File: src/rtl/axil_reg_responder.sv
// AXI-Lite subordinate exposing NUM_REGS byte-strobed registers, also driven out in parallel.
// One outstanding write and one outstanding read; the two paths run independently.
module axil_reg_responder #(
    parameter int unsigned ADDR_WIDTH = 4,
    parameter int unsigned DATA_WIDTH = 32,
    parameter int unsigned NUM_REGS   = 4
) (
    input  logic                           clk,
    input  logic                           reset,
    input  logic [ADDR_WIDTH-1:0]          awaddr,
    input  logic                           awvalid,
    output logic                           awready,
    input  logic [DATA_WIDTH-1:0]          wdata,
    input  logic [DATA_WIDTH/8-1:0]        wstrb,
    input  logic                           wvalid,
    output logic                           wready,
    output logic [1:0]                     bresp,
    output logic                           bvalid,
    input  logic                           bready,
    input  logic [ADDR_WIDTH-1:0]          araddr,
    input  logic                           arvalid,
    output logic                           arready,
    output logic [DATA_WIDTH-1:0]          rdata,
    output logic [1:0]                     rresp,
    output logic                           rvalid,
    input  logic                           rready,
    output logic [NUM_REGS*DATA_WIDTH-1:0] regs_out
);

    localparam int unsigned STRB_WIDTH = DATA_WIDTH / 8;
    localparam int unsigned LSB        = $clog2(STRB_WIDTH);
    localparam int unsigned IW         = $clog2(NUM_REGS);
    localparam logic [1:0]  RESP_OKAY  = 2'b00;
    localparam logic [1:0]  RESP_SLVERR = 2'b10;

    typedef enum logic {W_IDLE, W_RESP}  w_state_e;
    typedef enum logic {R_IDLE, R_VALID} r_state_e;

    w_state_e                               w_state_q, w_state_d;
    r_state_e                               r_state_q, r_state_d;
    logic                                   reset_hold_q;
    logic [NUM_REGS-1:0][DATA_WIDTH-1:0]    regs_q, regs_d;
    logic [1:0]                             bresp_q, bresp_d;
    logic [DATA_WIDTH-1:0]                  rdata_q, rdata_d;
    logic [1:0]                             rresp_q, rresp_d;

    logic                                   aw_in_range_c, ar_in_range_c;
    logic [IW-1:0]                          aw_idx_c, ar_idx_c;
    logic                                   aw_hs_c, ar_hs_c;

    // Address decode: low LSB bits ignored, anything above the register window is out of range.
    assign aw_idx_c      = awaddr[LSB +: IW];
    assign ar_idx_c      = araddr[LSB +: IW];
    assign aw_in_range_c = (awaddr >> (LSB + IW)) == '0;
    assign ar_in_range_c = (araddr >> (LSB + IW)) == '0;

    // AW and W are only ever accepted together.
    assign awready = (w_state_q == W_IDLE) && awvalid && wvalid && !reset_hold_q;
    assign wready  = awready;
    assign arready = (r_state_q == R_IDLE) && !reset_hold_q;
    assign aw_hs_c = awready;
    assign ar_hs_c = arready && arvalid;

    assign bvalid   = (w_state_q == W_RESP);
    assign bresp    = bresp_q;
    assign rvalid   = (r_state_q == R_VALID);
    assign rdata    = rdata_q;
    assign rresp    = rresp_q;
    assign regs_out = regs_q;

    // Keeps the bus closed for the first edge after reset is released.
    always_ff @(posedge clk or posedge reset) begin
        if (reset) reset_hold_q <= 1'b1;
        else       reset_hold_q <= 1'b0;
    end

    always_ff @(posedge clk or posedge reset) begin
        if (reset) begin
            w_state_q <= W_IDLE;
            r_state_q <= R_IDLE;
            regs_q    <= '0;
            bresp_q   <= RESP_OKAY;
            rdata_q   <= '0;
            rresp_q   <= RESP_OKAY;
        end else begin
            w_state_q <= w_state_d;
            r_state_q <= r_state_d;
            regs_q    <= regs_d;
            bresp_q   <= bresp_d;
            rdata_q   <= rdata_d;
            rresp_q   <= rresp_d;
        end
    end

    always_comb begin
        w_state_d = w_state_q;
        bresp_d   = bresp_q;
        regs_d    = regs_q;
        case (w_state_q)
            W_IDLE: begin
                if (aw_hs_c) begin
                    w_state_d = W_RESP;
                    if (aw_in_range_c) begin
                        bresp_d = RESP_OKAY;
                        for (int unsigned b = 0; b < STRB_WIDTH; b++) begin
                            if (wstrb[b]) regs_d[aw_idx_c][b*8 +: 8] = wdata[b*8 +: 8];
                        end
                    end else begin
                        bresp_d = RESP_SLVERR;
                    end
                end
            end
            W_RESP: begin
                if (bready) w_state_d = W_IDLE;
            end
            default: w_state_d = W_IDLE;
        endcase
    end

    // Read data comes from regs_q, so a same-edge write is not visible yet.
    always_comb begin
        r_state_d = r_state_q;
        rdata_d   = rdata_q;
        rresp_d   = rresp_q;
        case (r_state_q)
            R_IDLE: begin
                if (ar_hs_c) begin
                    r_state_d = R_VALID;
                    if (ar_in_range_c) begin
                        rdata_d = regs_q[ar_idx_c];
                        rresp_d = RESP_OKAY;
                    end else begin
                        rdata_d = '0;
                        rresp_d = RESP_SLVERR;
                    end
                end
            end
            R_VALID: begin
                if (rready) r_state_d = R_IDLE;
            end
            default: r_state_d = R_IDLE;
        endcase
    end

endmodule

File: config.mk
export PLATFORM = sky130hd
export DESIGN_NAME = axil_reg_responder
export DESIGN_NICKNAME = d
export VERILOG_FILES = /design/src/rtl/axil_reg_responder.sv
export SDC_FILE = /design/constraint.sdc
export NUM_CORES = 1
export LEC_CHECK = 0
export ABC_AREA = 0
export BUFFER_PORTS_ARGS = -buffer_cell sky130_fd_sc_hd__buf_4
export CORE_MARGIN = 5
export CORE_UTILIZATION = 45
export CTS_BUF_LIST = sky130_fd_sc_hd__clkbuf_4 sky130_fd_sc_hd__clkbuf_8
export DETAILED_ROUTE_END_ITERATION = 16
export PLACE_DENSITY = 0.72
export SLEW_MARGIN = 25
export SYNTH_ARGS = -nofsm -noshare
export SYNTH_HDL_FRONTEND = slang
export SYNTH_SLANG_ARGS = --single-unit
File: constraint.sdc
create_clock -name clk -period 6.1 [get_ports clk]
set_input_delay 0.305 -clock clk [delete_from_list [all_inputs] [get_ports clk]]
set_output_delay 0.305 -clock clk [all_outputs]
set_load 0.05 [all_outputs]
After elaboration in Yosys (flattened, before gate mapping)

Index checks and enable logic that the tools add are counted.

Magnitude comparators: 3
Add/sub/neg operators: 0
Reduce and logical (&&, ||, !) cells: 9
Shift-type cells: 0
Div/mod/pow operators: 0
Equal/unequal tests: 0
Bitwise gates (word level): 2
Multipliers: 0
Multiplexer cells: 30

Operators with widths:

| kind                                                              | number |
|---|---|
| 2-to-1 mux 128 bit                                                | 10 |
| bitwise mux 128 bit                                               | 4 |
| demux 32 bit (select 2 bit)                                       | 4 |
| binary-select mux 32 bit (select 2 bit)                           | 1 |
| 2-to-1 mux 32 bit                                                 | 2 |
| 2-to-1 mux 24 bit                                                 | 1 |
| 2-to-1 mux 16 bit                                                 | 1 |
| 2-to-1 mux 8 bit                                                  | 1 |
| logical AND 1 bit                                                 | 6 |
| less-than comparator 2 x 3 -> 1 bit, second input constant        | 2 |
| 2-to-1 mux 1 bit                                                  | 4 |
| one-hot mux 1 bit (2 select lines)                                | 2 |
| AND reduction 2 bit                                               | 2 |
| greater-or-equal comparator 2 x 1 -> 1 bit, second input constant | 1 |
| inverter 1 bit                                                    | 2 |
| logical NOT 1 bit                                                 | 1 |

Output and inout port bits: 169
Bits in read-only memories: 0
Bits in registers: 163
Memories kept: 0
RAM bits: 0
Word-level logic and storage cells: 52
Input port bits: 51
Bits in latches: 0

Depth between registers and ports, before layout

Gate-level depths: netlist of the first run.

Depth after elaboration: 18
Gate-level depth with buffers: 7
Mapped depth without buffers: 4

Least setup slack after synthesis of the first run

Ideal clock, no wire load.

Kind: reg-to-reg
From: register r_state_q, in the netlist rvalid
To: register rdata_q[0], in the netlist rdata[0]
Library setup time: 0.090 ns
Arrival: 2.052 ns
Required time: 6.010 ns
Cell stages (with the launch flop): 5
Clock period less this slack: 2.142 ns
Slack: 3.958 ns
Cell sequence: dfrtp_1 nor2_1 nand3_1 clkbuf_1 o221ai_1

Cells in the longest elaborated chain, start to end: 4

RTL lines:

| item                                 | RTL line | RTL |
|---|---|---|
| start, declared                      | 40       | `r_state_e r_state_q, r_state_d;` |
| start signal, assigned               | 87       | `r_state_q <= r_state_d;` |
| inverter 1 bit                       | n/a      |  |
| logical AND 1 bit                    | 60       | `assign arready = (r_state_q == R_IDLE) && !reset_hold_q;` |
| named net arready                    | 22       | `output logic arready,` |
| logical AND 1 bit                    | 62       | `assign ar_hs_c = arready && arvalid;` |
| AND reduction 2 bit (no source line) | n/a      |  |
| end signal, assigned                 | 90       | `rdata_q <= rdata_d;` |
| end, declared                        | 44       | `logic [DATA_WIDTH-1:0] rdata_q, rdata_d;` |

The timed path passes the listed nets, and every way through them passes these cells.
A chain may end at the register's enable or synchronous reset.

Worst setup path in the final report of the first run

From: register reset_hold_q
To: output awready

Cells in the longest elaborated chain, start to end: 2

RTL lines:

| item                   | RTL line | RTL |
|---|---|---|
| start, declared        | 41       | `logic reset_hold_q;` |
| start signal, assigned | 73       | `if (reset) reset_hold_q <= 1'b1;` |
| start signal, assigned | 74       | `else reset_hold_q <= 1'b0;` |
| logical NOT 1 bit      | 58       | `assign awready = (w_state_q == W_IDLE) && awvalid && wvalid && !reset_hold_q;` |
| logical AND 1 bit      | 58       |  |
| end, declared          | 12       | `output logic awready,` |

Every way passes these cells.

==> results of run 1 <==
[kinds of logic (layout without fill, tap and decap cells)]
logic type / Yosys count / after routing / synth area share (%)
flops: 163 / 163 / 58.1
compound gates: 34 / 34 / 4.14
other cells: 1 / 5 / 0.0534
mux: 192 / 192 / 29.7
simple gates: 60 / 60 / 4.87
buf+inv: 36 / 250 / 3.12
[area by class of cell]
type	instances	area [um2]	area share (%)
well taps	211	264	2.90
flip-flops and latches	163	4080	44.8
clock buffers	22	284	3.12
clock inverters	9	82.6	0.907
multi-input cells	291	2730	30.0
repair buffers	215	1630	18.0
inverters	4	22.5	0.247
[power groups by stage]
stage / registers [W] / logic (W) / clock network (W)
after floorplan: 0.00224 / 0.000306 / 0
after global placement: 0.00149 / 0.00156 / 0
after detailed placement: 0.00150 / 0.00158 / 0
after CTS: 0.00148 / 0.00158 / 0.000748
after global routing: 0.00151 / 0.00164 / 0.000793
final: 0.00148 / 0.00157 / 0.000728
[critical path, stage by stage (launching register included)]
cell and delay (ns):
dfstp_2 0.40, nand4bb_1 0.51, inv_2 0.40, buf_4 0.28
[routing by layer]
| metal | GRT usage (%) | vias up | part of all wire (%) |
|---|---|---|---|
| met4 | 6.00 | 0 | 1.4 |
| met1 | 27.1 | 2526 | 42 |
| met5 | 0 | - | 0 |
| met2 | 32.9 | 188 | 48 |
| li1 | - | 2189 | - |
| met3 | 8.20 | 20 | 9.4 |
[state kept, by name (all words and copies together) (netlist names)]
signal        count
bvalid            1
reset_hold_q      1
rdata            32
rvalid            1
regs_out        128
[metrics by stage]
stage                     cells  total power [W]  setup WS [ns]
after floorplan             490          0.00255           1.39
after global placement      883          0.00304           3.90
after detailed placement    884          0.00308           3.87
after CTS                   915          0.00381           3.70
after global routing        915          0.00395           3.58
final                       915          0.00378           3.75
[cells in the mapped netlist]
| library cell | n | share of area [%] |
|---|---|---|
| o221ai_1 | 32 | 4.0 |
| conb_1 | 1 | 0.053 |
| or3b_2 | 1 | 0.12 |
| and3_2 | 3 | 0.32 |
| clkbuf_1 | 10 | 0.54 |
| buf_6 | 7 | 1.1 |
| mux2i_1 | 64 | 9.1 |
| nand3_2 | 4 | 0.57 |
| dfstp_2 | 1 | 0.37 |
| nor2_2 | 4 | 0.36 |
| nand3_1 | 5 | 0.36 |
| inv_2 | 1 | 0.053 |
| and2b_2 | 2 | 0.25 |
| buf_2 | 10 | 0.71 |
| o21ai_0 | 2 | 0.14 |
| nand4bb_1 | 1 | 0.16 |
| and3_4 | 5 | 0.80 |
| inv_1 | 3 | 0.16 |
| nor2_1 | 2 | 0.11 |
| nand2_1 | 32 | 1.7 |
| nand3b_1 | 1 | 0.11 |
| mux2_2 | 128 | 21 |
| buf_4 | 5 | 0.54 |
| dfrtp_1 | 162 | 58 |
[path summary, 6_finish.rpt]
| kind | start | end | slack, ns | cells after the start |
|---|---|---|---|---|
| max | reset_hold_q$_DFF_PP1_ | awready | 3.75 | 3 |
| min | reset | rdata[27]$_DFFE_PP0P_ | -0.02 | 2 |
| max reg2reg | reset_hold_q$_DFF_PP1_ | regs_out[53]$_DFFE_PP0P_ | 3.88 | 4 |
| min reg2reg | rdata[24]$_DFFE_PP0P_ | rdata[24]$_DFFE_PP0P_ | 0.50 | 2 |
| max in group asynchronous | reset | rdata[14]$_DFFE_PP0P_ | 4.89 | 3 |
| min in group clk | rready | rvalid$_DFF_PP0_ | 0.03 | 2 |
==> flow_summary.ini, run 1 <==
[routing]
avgRoutedWirePerCell_um = 20.7
drt-total-wl_mm = 19.0
final_antenna_net_count = 0
drtIter0Drc = 207
drcViolationCount = 0
vias = 4923
viasPerCell = 5.38
first_pass_iters = 4

[sta]
worstMarginPinSlew_ns = 0.930
fin_tns_setup_ns = 0
fmax_ghz = 0.426
post-route-min-period_ns = 2.35
hold_violations = 6
rsz0062_at_grt = false
report.final.slew_viol_count = 0
whs_ns = -0.0165
relSlewSlack_pct = 38.0
skew_ns = 0.0118
min_period_over_period_pct = 38.5
setup_viol = 0

[layout]
final_area_um2 = 9100
final_common_cell = buf_4
antennaDiodeCount = 0
area_delta_synth_final_pct = 29.7
final_cell_mix = buf_4 (214), dfrtp_1 (162), mux2_2 (128)
fillerInstances = 1225
finalNetCount = 743
fin_util_pct = 59.6
drive_gt1_share_pct = 56.3

[global_route]
grt_pass1_wl_mm = 29.6
overflow = 0
grt_util_all_layers_pct = 20.9
grt_pass1_vias = 5187
antenna_found_initial = 0
grt_max_degree = 108

[floorplan]
die_h_um = 135
die_area_um2 = 18200
initial_utilization_pct = 46.0
core_um2 = 15300
die_w_um = 135
io_pins = 220
rows = 45

[placement]
placed_area_um2 = 8730
portBuffers = 211
hpwlAfterDp_mm = 13.2
gp_congestion = 0.790

[clock_network]
clock_latency_ns = 0.44
h-tree-depth = 4
clockRootBuffer = clkbuf_8
numCtsBuffers = 17
clkSinkCount = 163
cts_tree = built
hold_buffers = 0
post-cts-setup-buffers = 0
post_cts_resized = 0
clk_pin_slew_ns = 0.08
cts_max_path_buffers = 2

[power]
p_leak_nw = 4.57
p_sw_share_pct = 43.1
peakVddDrop_v = 0.000245
p_switching_w = 0.00163
power_frac_comb_pct = 41.5
p_per_area_nw_per_um2 = 415
seq_power_share_pct = 39.2
power_frac_clock_pct = 19.2
internal-power_w = 0.00215

[critical_path]
cp_max_fo = 14
cp.arrival_ns = 2.04
critPathRequiredTime_ns = 5.79
critPathKind = flip-flop to output pin
timing.critical_path.to_type = output pin
startpoint_type = flip-flop

[logic_synthesis]
synth.distinct_cells = 24
yosysSeqAreaShare_pct = 58.1
synthCells = 486
netlist_area_um2 = 7020
yosys_warnings = 0
syn_area_per_cell_um2 = 14.4
ys_seq_elements = 163

[min_path]
hold_path.class = input pin to asynchronous set/reset pin

[outcome]
status = finished with violations
violations = negative hold slack

[flow_run]
cap_violations = 0
Power figures use the tool's default switching activity.
==> run 2, diff against run 1 <==
==> constraint.sdc (replaced) <==
create_clock -name clk -period 2.3 [get_ports clk]
set_input_delay 0.115 -clock clk [delete_from_list [all_inputs] [get_ports clk]]
set_output_delay 0.115 -clock clk [all_outputs]
set_load 0.05 [all_outputs]
==> run 2 against run 1 <==
  * Critical path depth up 1
  * Critical endpoint is now rdata[24]$_DFFE_PP0P_
  * Die area is the same
  * Largest power group unchanged
  * Via count rose by 2.1%
  * Final area is 5.2% higher
  * Sequential share of layout area fell by 2.2 points
  * Register-to-register slack worse by 3.4 ns
  * Core utilization is 3.1 points higher
  * Clock skew down 0.0013 ns
  * Global-route usage grew 0.75 points
  * First-iteration DRC count decreased by 41%
  * Clock-buffer cell count grew 3
  * Largest cell class unchanged
  * The run now ends clean
==> flow_summary.ini, run 2 (synthesized netlist as in run 1, its figures left out) <==
[routing]
avgRoutedWirePerCell_um = 20.1
vias = 5027
drtIter0Drc = 122
viasPerCell = 5.27
final_antenna_net_count = 0
drcViolationCount = 0
first_pass_iters = 4
drt-total-wl_mm = 19.1

[layout]
final_cell_mix = buf_4 (214), dfrtp_1 (162), mux2_2 (128)
largest_reg_flops = 128
finalNetCount = 781
final_common_cell = buf_4
antennaDiodeCount = 0
area_delta_synth_final_pct = 36.5
fin_util_pct = 62.8
drive_gt1_share_pct = 54.0

[min_path]
hold_path.class = input pin to asynchronous set/reset pin

[floorplan]
die_area_um2 = 18200
core_um2 = 15300
initial_utilization_pct = 46.0
io_pins = 220
die_w_um = 135
die_h_um = 135
rows = 45

[clock_network]
cts_tree = built
clockRootBuffer = clkbuf_8
clock_latency_ns = 0.44
clk_pin_slew_ns = 0.08
clkSinkCount = 163
h-tree-depth = 4
numCtsBuffers = 17
post_cts_resized = 0
cts_max_path_buffers = 2

[global_route]
grt_pass1_vias = 5493
grt_pass1_wl_mm = 30.4
grt_max_degree = 81
grt_util_all_layers_pct = 21.7
antenna_found_initial = 0
overflow = 0

[power]
p_leak_nw = 4.78
peakVddDrop_v = 0.000763
finalPower_w = 0.0104
p_per_area_nw_per_um2 = 1080

[outcome]
status = completed

[flow_run]
cap_violations = 0

[sta]
whs_ns = 0.178
worst_slack_ns = 0.519
report.final.slew_viol_count = 0
hold_violations = 0
rsz0062_at_grt = false
fin_tns_setup_ns = 0
setup_viol = 0
worstMarginPinSlew_ns = 0.944
min_period_over_period_pct = 77.4
relSlewSlack_pct = 37.1
fmax_ghz = 0.562
skew_ns = 0.0106
post-route-min-period_ns = 1.78

[critical_path]
critPathRequiredTime_ns = 2.64
max_stage_delay_ns = 0.47
cp_cell_sequence = nor2_1 -> nand3_2 -> buf_12 -> o221ai_1
timing.critical_path.to_type = flip-flop
cpLargestDelayFamily = simple AND/OR/NAND/NOR gates
cp.arrival_ns = 2.12
cpMaxStageDelayCell = nand3_2
critPathKind = flip-flop to flip-flop
cp_max_fo = 17
critPathBufInv = 1
startpoint_type = flip-flop

[placement]
portBuffers = 211
place_ws_ns = 0.505
gp_congestion = 0.785
hpwlAfterDp_mm = 13.1
[run 2: repair_timing]
item	CTS	global route
hold buffers	35	0
hold endpoints to repair	268	0
endpoints found under the setup margin	0	0
setup buffers	0	0
[run 2: per-layer routing]
layer,global-route usage [%],up-vias,part of all wire (%)
met5,0,-,0
met4,5.71,0,0.82
met3,7.64,13,8.4
met2,36.4,178,50
met1,26.8,2560,41
li1,-,2276,-
[run 2: final cells by class]
type                       count  area (um2)
fill                        1182        5680
clock buffer                  25         319
multi-input combinational    291        2740
inverter                       4        18.8
sequential                   163        4080
clock inverter                 7         120
timing repair buffer         253        2040
tap                          211         264
[run 2: report_power, final]
group	internal (W)	leakage, nW	switching, W
logic	0.00136	2.44	0.00285
registers	0.00345	2.12	0.000478
clock network	0.00124	0.224	0.000990
total	0.00606	4.78	0.00432
[run 2: final timing paths]
| check | startpoint | to | slack (ns) | cells past startpoint |
|---|---|---|---|---|
| max in group asynchronous | reset | reset_hold_q$_DFF_PP1_ | 1.40 | 4 |
| worst max-delay path | rvalid$_DFF_PP0_ | rdata[24]$_DFFE_PP0P_ | 0.52 | 4 |
| min in group clk | wvalid | bvalid$_DFF_PP0_ | 0.19 | 4 |
| worst min register to register | rdata[22]$_DFFE_PP0P_ | rdata[22]$_DFFE_PP0P_ | 0.50 | 2 |
| worst max register to register | rvalid$_DFF_PP0_ | rdata[24]$_DFFE_PP0P_ | 0.52 | 4 |
| worst min-delay path | reset | regs_out[122]$_DFFE_PP0P_ | 0.18 | 3 |
[run 2: worst register-to-register path, delay by kind of cell, from the launching register on]
kind            cells  cell delay (ns)
compound gates      1             0.21
simple gates        2             0.70
flops               1             0.41
buf+inv             1             0.36
[run 2: per-stage QoR]
step | std cells | instance area (um2)
2_1_floorplan | 490 | 7040
3_3_place_gp | 887 | 8790
3_5_place_dp | 887 | 8790
4_1_cts | 954 | 9580
5_1_grt | 954 | 9580
6_report | 954 | 9580
==> run 3, diff against run 2 <==
--- a/config.mk
+++ b/config.mk
@@ -5,7 +5,7 @@
 export SDC_FILE = /design/constraint.sdc
 export NUM_CORES = 1
 export LEC_CHECK = 0
-export ABC_AREA = 0
+export ABC_AREA = 1
 export BUFFER_PORTS_ARGS = -buffer_cell sky130_fd_sc_hd__buf_4
 export CORE_MARGIN = 5
 export CORE_UTILIZATION = 45
==> constraint.sdc (replaced) <==
create_clock -name clk -period 1.4 [get_ports clk]
set_input_delay 0.07 -clock clk [delete_from_list [all_inputs] [get_ports clk]]
set_output_delay 0.07 -clock clk [all_outputs]
set_load 0.05 [all_outputs]
==> run 3 against run 2 <==
  * The run now ends with negative setup slack left
  * Clock skew grew 0.0066 ns
  * Area after synthesis grew 20%
  * Die area grew 18%
  * Cell count grew 67%
  * Critical endpoint is now awready
==> flow_summary.ini, run 3 <==
[outcome]
status = finished with violations
violations = negative setup slack

[floorplan]
die_w_um = 147
die_h_um = 147
io_pins = 220
core_um2 = 18500
die_area_um2 = 21500
initial_utilization_pct = 45.3
rows = 50

[critical_path]
cp_max_fo = 3
startpoint_type = flip-flop
critPathKind = flip-flop to output pin
timing.critical_path.to_type = output pin
critPathRequiredTime_ns = 1.33
cp.arrival_ns = 1.46

[logic_synthesis]
netlist_area_um2 = 8390
ys.flop_type = dfrtp_1
synth.area.top_cells = dfrtp_1 (48%), nand2_1 (22%), nand4_1 (7.2%), inv_1 (6.3%), nand3_1 (4.3%)
synthCells = 1095
yosysSeqAreaShare_pct = 48.6
synth_top_area_share_pct = 48.3
ys_seq_elements = 163
synth_largest_area_cell = dfrtp_1
synth_edf_count = 0
synth.distinct_cells = 24
synth.top_cells.by_count = nand2_1 (491), dfrtp_1 (162), inv_1 (141), nand4_1 (96), nand3_1 (72)
ys_async_sr_fraction_pct = 100
synth_most_common_cell = nand2_1
yosys_warnings = 0
syn_area_per_cell_um2 = 7.66

[routing]
viasPerCell = 5.14
drcViolationCount = 0
vias = 8174
first_pass_iters = 5
drtIter0Drc = 435
final_antenna_net_count = 0
avgRoutedWirePerCell_um = 16.9
drt-total-wl_mm = 26.8

[power]
p_per_area_nw_per_um2 = 1520
peakVddDrop_v = 0.000859
p_leak_nw = 6.37

[sta]
whs_ns = 0.0236
hold_violations = 0
skew_ns = 0.0172
fmax_ghz = 0.654
worst_slack_ns = -0.128
min_period_over_period_pct = 109
setup_viol = 43
rsz0062_at_grt = true
post-route-min-period_ns = 1.53
report.final.slew_viol_count = 0

[global_route]
grt_pass1_wl_mm = 44.2
overflow = 0
grt_max_degree = 83
grt_pass1_vias = 8330
antenna_found_initial = 0
grt_util_all_layers_pct = 25.6

[placement]
hpwlAfterDp_mm = 17.8
place_ws_ns = 0.00994
portBuffers = 211
gp_congestion = 0.832

[min_path]
hold_path.class = input pin to flip-flop

[clock_network]
cts_tree = built
numCtsBuffers = 17
clock_latency_ns = 0.47
h-tree-depth = 4
clockRootBuffer = clkbuf_8
cts_max_path_buffers = 2
clkSinkCount = 163
clk_pin_slew_ns = 0.09

[layout]
antennaDiodeCount = 0
drive_gt1_share_pct = 24.2
largest_reg_flops = 128
fin_util_pct = 61.1
area_delta_synth_final_pct = 35.0
finalNetCount = 1395
final_common_cell = nand2_1
final_cell_mix = nand2_1 (488), buf_4 (238), dfrtp_1 (162)

[flow_run]
cap_violations = 0
==> run 3: routing by layer <==
| layer | wire, um | track usage (%) | vias up |
|---|---|---|---|
| met5 | 0 | 0 | - |
| met4 | 607 | 8.75 | 0 |
| met3 | 1700 | 5.74 | 42 |
| met2 | 12900 | 42.3 | 295 |
| met1 | 11600 | 33.5 | 3907 |
| li1 | - | - | 3930 |
==> run 3: repair_timing <==
| item | 4_1_cts | 5_1_grt |
|---|---|---|
| gates cloned | 3 | 0 |
| pin swaps | 2 | 7 |
| hold buffers | 38 | 0 |
| gates resized for setup | 13 | 8 |
| endpoints found under the hold margin | 292 | 0 |
| setup buffers | 6 | 2 |
| setup endpoints to repair | 4 | 159 |
==> run 3: cell type report <==
| type | count | area [um2] |
|---|---|---|
| Fill cell | 1650 | 7200 |
| Sequential cell | 163 | 4080 |
| Multi-Input combinational cell | 719 | 3410 |
| Timing Repair Buffer | 295 | 2550 |
| Inverter | 148 | 564 |
| Tap cell | 234 | 293 |
| Clock buffer | 21 | 270 |
| Clock inverter | 11 | 153 |
==> run 3: metrics by stage <==
step	instances	area [um2]	total power (W)	setup TNS [ns]
after floorplan	1099	8420	0.0111	-131.86
after global placement	1512	10300	0.0133	0
after detailed placement	1512	10300	0.0134	0
after CTS	1591	11300	0.0173	-8.68
after global routing	1591	11300	0.0181	-9.24
final	1591	11300	0.0172	-2.64
==> run 3: path summary, 6_finish.rpt <==
kind	start	end	slack [ns]	depth (start not counted)
setup / recovery	reset_hold_q$_DFF_PP1_	awready	-0.13	5
hold / removal	awaddr[2]	regs_out[31]$_DFFE_PP0P_	0.02	4
setup reg to reg	bvalid$_DFF_PP0_	regs_out[39]$_DFFE_PP0P_	-0.08	7
hold reg to reg	rdata[19]$_DFFE_PP0P_	rdata[19]$_DFFE_PP0P_	0.49	2
max in group asynchronous	reset	regs_out[79]$_DFFE_PP0P_	0.71	4
min in group asynchronous	reset	regs_out[126]$_DFFE_PP0P_	0.19	4
==> run 3: power by group <==
part	total, W	internal [W]	switching (W)	leakage [nW]
logic	0.00714	0.00209	0.00506	4.04
registers	0.00636	0.00559	0.000772	2.13
clock network	0.00371	0.00188	0.00183	0.207
total	0.0172	0.00956	0.00766	6.37
==> run 3: critical path, cell delays in order, from the launching register on <==
cell and delay [ns]:
dfstp_2 0.55, inv_2 0.04, nand2_4 0.08, nor2_8 0.04, buf_12 0.14, buf_12 0.14
==> run 3: cell families after synthesis <==
| family | after synthesis | share of synthesized area, % |
|---|---|---|
| DFF | 163 | 48.6 |
| other | 1 | 0.0447 |
| buffers and inverters | 217 | 11.5 |
| AOI/OAI and AO/OA | 26 | 1.57 |
| and+or+nand+nor | 688 | 38.2 |
